File: config.mk
export PLATFORM = sky130hd
export DESIGN_NAME = din_feeder
export DESIGN_NICKNAME = d
export VERILOG_FILES = /design/src/rtl/din_feeder.sv
export SDC_FILE = /design/constraint.sdc
export NUM_CORES = 1
export LEC_CHECK = 0
export CAP_MARGIN = 20
export CELL_PAD_IN_SITES_DETAIL_PLACEMENT = 0
export CELL_PAD_IN_SITES_GLOBAL_PLACEMENT = 1
export CORE_UTILIZATION = 52
export DETAILED_ROUTE_END_ITERATION = 8
export GPL_ROUTABILITY_DRIVEN = 1
export PLACE_DENSITY = 0.9
export SYNTH_ARGS = -nofsm -noshare
export SYNTH_HDL_FRONTEND = slang
export SYNTH_SLANG_ARGS = --single-unit
export TNS_END_PERCENT = 100
File: constraint.sdc
create_clock -name Clock -period 7.05 [get_ports Clock]
set_clock_uncertainty 0.1 [all_clocks]
set_input_delay 0.705 -clock Clock [delete_from_list [all_inputs] [get_ports Clock]]
set_output_delay 0.705 -clock Clock [all_outputs]
set_load 0.1 [all_outputs]
File: src/rtl/din_feeder.sv
// Instruction feeder: buffers switch-loaded words in a FIFO and issues them to the processor with a Run strobe.
// Optional WAIT-state watchdog is enabled by defining DIN_FEEDER_WATCHDOG_EN.
module din_feeder #(
    parameter int DEPTH = 8
) (
    input  logic       Clock,
    input  logic       Resetn,
    input  logic       Load,
    input  logic [7:0] Data,
    input  logic       Start,
    input  logic       Done,
    output logic [7:0] DIN,
    output logic       Run,
    output logic [4:0] Count,
    output logic       Full,
    output logic       Empty,
    output logic       Busy,
    output logic       Error
);

    localparam int         AW      = (DEPTH > 1) ? $clog2(DEPTH) : 1;
    localparam logic [4:0] FULLCNT = 5'(DEPTH);

    typedef enum logic [1:0] {IDLE, ISSUE, IMM, WAIT} state_t;

    state_t        state;
    logic [7:0]    mem [DEPTH];
    logic [AW-1:0] rd_ptr;
    logic [AW-1:0] wr_ptr;
    logic [7:0]    head;
    logic          head_imm;
    logic          issuable;
    logic          pop;
    logic          push;

    // A move-immediate opcode needs its immediate already buffered before it may issue.
    assign head     = mem[rd_ptr];
    assign head_imm = (head[7:6] == 2'b01);
    assign issuable = head_imm ? (Count >= 5'd2) : (Count >= 5'd1);
    assign pop      = (state == ISSUE) || (state == IMM);
    assign push     = Load && (!Full || pop);
    assign Full     = (Count == FULLCNT);
    assign Empty    = (Count == 5'd0);
    assign DIN      = Empty ? 8'h00 : head;

    always_ff @(posedge Clock) begin
        if (push) begin
            mem[wr_ptr] <= Data;
        end
    end

    always_ff @(posedge Clock or negedge Resetn) begin
        if (!Resetn) begin
            rd_ptr <= '0;
            wr_ptr <= '0;
            Count  <= 5'd0;
        end else begin
            if (push) begin
                wr_ptr <= wr_ptr + 1'b1;
            end
            if (pop) begin
                rd_ptr <= rd_ptr + 1'b1;
            end
            if (push && !pop) begin
                Count <= Count + 5'd1;
            end else if (pop && !push) begin
                Count <= Count - 5'd1;
            end
        end
    end

`ifdef DIN_FEEDER_WATCHDOG_EN
    logic [7:0] wd_cnt;

    always_ff @(posedge Clock or negedge Resetn) begin
        if (!Resetn) begin
            state  <= IDLE;
            Run    <= 1'b0;
            Busy   <= 1'b0;
            Error  <= 1'b0;
            wd_cnt <= 8'd0;
        end else begin
            Run <= 1'b0;
            case (state)
                IDLE: begin
                    if (Start && issuable) begin
                        state <= ISSUE;
                        Run   <= 1'b1;
                        Busy  <= 1'b1;
                    end
                end
                ISSUE: begin
                    state  <= head_imm ? IMM : WAIT;
                    wd_cnt <= 8'd0;
                end
                IMM: begin
                    state  <= WAIT;
                    wd_cnt <= 8'd0;
                end
                WAIT: begin
                    if (Done) begin
                        if (Start && issuable) begin
                            state <= ISSUE;
                            Run   <= 1'b1;
                        end else begin
                            state <= IDLE;
                            Busy  <= 1'b0;
                        end
                    end else if (wd_cnt == 8'hFF) begin
                        state <= IDLE;
                        Busy  <= 1'b0;
                        Error <= 1'b1;
                    end else begin
                        wd_cnt <= wd_cnt + 8'd1;
                    end
                end
                default: begin
                    state <= IDLE;
                    Busy  <= 1'b0;
                end
            endcase
        end
    end
`else
    assign Error = 1'b0;

    // Without the watchdog, WAIT only ever exits on Done.
    always_ff @(posedge Clock or negedge Resetn) begin
        if (!Resetn) begin
            state <= IDLE;
            Run   <= 1'b0;
            Busy  <= 1'b0;
        end else begin
            Run <= 1'b0;
            case (state)
                IDLE: begin
                    if (Start && issuable) begin
                        state <= ISSUE;
                        Run   <= 1'b1;
                        Busy  <= 1'b1;
                    end
                end
                ISSUE: begin
                    state <= head_imm ? IMM : WAIT;
                end
                IMM: begin
                    state <= WAIT;
                end
                WAIT: begin
                    if (Done) begin
                        if (Start && issuable) begin
                            state <= ISSUE;
                            Run   <= 1'b1;
                        end else begin
                            state <= IDLE;
                            Busy  <= 1'b0;
                        end
                    end
                end
                default: begin
                    state <= IDLE;
                    Busy  <= 1'b0;
                end
            endcase
        end
    end
`endif

endmodule

==> impl_metrics.yaml <==
sta:
  maxSlewHeadroom_pct: 34.7
  setup_viol: 0
  tns_ns: 0
  rsz0062_at_grt: "no"
  finalHoldViolCount: 0
  max_freq_mhz: 257
  whs_ns: 0.413
  report.final.slew_viol_count: 0
  fin_crit_sh_pct: 55.3
  min_period_ns: 3.90
  worst_slew_pin_slew_ns: 0.976
global_route:
  grt_pass1_vias: 1707
  grt.total_usage_pct: 18.0
  grt_pass1_wl_mm: 9.11
  grt_antenna_before_repair: 0
  overflow: 0
  grt_max_degree: 19
synthesis:
  ys_types: 40
  synth-seq-cells: 79
  syn_area_per_cell_um2: 17.1
  synth_top_family_by_area: "multiplexers"
  synth_simple_gate_area_share_pct: 7.26
  synth_compound_area_share_pct: 2.58
  synth-adder-area-share_pct: 4.72
  synth_warnings: 0
  synth-edff-count: 64
  synthFlopType: "edfxtp_1"
  netlist_instances: 202
  synth_area_um2: 3450
  synthesis.nets: 228
  synth_xor_area_share_pct: 2.29
  async_flop_share_pct: 19.0
  synthMuxAreaShare_pct: 14.7
  yosysSeqAreaShare_pct: 66.6
worst_hold_path:
  min_path_type: "flip-flop to flip-flop"
  min_path_cells: 1
  hp-start: "Count[4]"
  whs_endpoint: "Count[4]"
critical_path:
  required_ns: 6.24
  cpPeakStageDelay_ns: 1.27
  crit_buf_inv: 2
  crit_slowest_cell: "clkdlybuf4s50_1"
  critPathCaptureType: "primary output"
  crit_family: "buffers and inverters"
  r2r-start: "state[0]"
  path_cells: "inv_1, ha_1, nand2_1, nor2_1, clkdlybuf4s50_1"
  reg2regPathDepth: 5
  critPathLaunchType: "flip-flop"
  worstSetupPathType: "flip-flop to primary output"
  r2r_end: "mem[4][6]"
  worstPathMaxFanout: 9
  r2r_slack_ns: 4.42
  critical_path_arrival_ns: 3.09
drt:
  drtIter0Drc: 164
  via_per_inst: 5.51
  wirelength_mm: 5.79
  detail-route-antenna-nets: 0
  first_pass_iters: 4
  drt-wirelength-per-cell_um: 18.1
  drc: 0
  vias: 1763
cts:
  cts.clk_slew.worst_paths_ns: 0.07
  cts_hold_buf: 0
  clock-sinks: 79
  h-tree-depth: 3
  cts_tree: "built"
  cts_buffer_depth: 2
  clkLatencyLatePin_ns: 0.34
  cts_buffers: 9
  post_cts_resize_count: 0
  postCtsSetupRepairBufs: 0
  cts-root-buf: "clkbuf_8"
cells_and_area:
  drive_gt1_share_pct: 15.2
  layout_common_cells: "64 x edfxtp_1, 29 x clkdlybuf4s50_1, 19 x nor2_1"
  final_common_cell: "edfxtp_1"
  nets: 265
  n_antenna_cell: 0
  syn_to_final_growth_pct: 18.2
  fillCellCount: 435
place:
  port_buffers: 29
  hpwlAfterDp_mm: 3.62
  globalplace.congestion: 0.729
floorplan:
  dieArea_um2: 6960
  io_pins: 31
  die_h_um: 83.4
  dieWidth_um: 83.4
  coreArea_um2: 6390
  rows: 29
  start_util_pct: 54.0
flow_run:
  drv_cap: 0
outcome:
  status: "completed"
routing by layer:
metal / global-route usage [%] / vias to the layer above / wire (um)
met2: 26.2 / 29 / 2880
met1: 25.6 / 876 / 2700
met4: 7.40 / 0 / 57
met5: 0 / - / 0
li1: - / 851 / -
met3: 5.47 / 7 / 160
area by class of cell:
type	count	area, um2	share of cell area, %
repair buffers	32	333	8.17
inverters	7	26.3	0.645
multi-input cells	110	1090	26.7
flip-flops and latches	79	2300	56.4
well taps	77	96.3	2.36
clock inverters	6	109	2.67
clock buffers	9	124	3.04
cell families (layout without fill, tap and decap cells):
| group | count (synthesis) | in the layout |
|---|---|---|
| flip-flops | 79 | 79 |
| AND/OR/NAND/NOR | 48 | 48 |
| multiplexers | 27 | 27 |
| adder cells (fa/ha/maj) | 13 | 13 |
| buffers and inverters | 13 | 54 |
| AO/OA/AOI/OAI | 12 | 12 |
| XOR/XNOR | 9 | 9 |
| other | 1 | 1 |
per-stage QoR:
step	instance area (um2)	utilization (%)	std cells	setup WS, ns
3_5_place_dp	3810	59.7	304	3.15
3_3_place_gp	3810	59.7	304	3.18
2_1_floorplan	3450	-	202	2.43
6_report	4080	63.8	320	3.15
5_1_grt	4080	63.8	320	2.91
4_1_cts	4050	63.4	319	2.78
worst max path at each step:
| stage | from | end | cells past startpoint |
|---|---|---|---|
| 2_1_floorplan | Count[0] | DIN[0] | 5 |
| 3_3_place_gp | rd_ptr[0] | DIN[6] | 4 |
| 3_5_place_dp | rd_ptr[0] | DIN[6] | 4 |
| 4_1_cts | rd_ptr[0] | DIN[6] | 4 |
| 5_1_grt | Count[0] | Empty | 5 |
| 6_report | Count[0] | Empty | 5 |
state kept, by name, indices dropped and copies added (netlist names):
register,flops
state,2
rd_ptr,3
mem,64
Busy,1
Count,5
wr_ptr,3
Run,1
cells in the mapped netlist, drive strengths merged, types with 4 or more instances:
cell | instances | area (um2)
a21oi | 4 | 20.0
buf | 4 | 27.5
dfrtp | 15 | 375
edfxtp | 64 | 1920
ha | 13 | 163
inv | 7 | 26.3
mux2i | 8 | 92.6
mux4 | 16 | 375
nand2 | 8 | 30.0
nand2b | 4 | 25.0
nor2 | 19 | 71.3
nor3 | 5 | 30.0
xor2 | 6 | 52.6
Power is not shown: default switching activity piles up to over one toggle a cycle in this logic, so the estimate is an artifact.
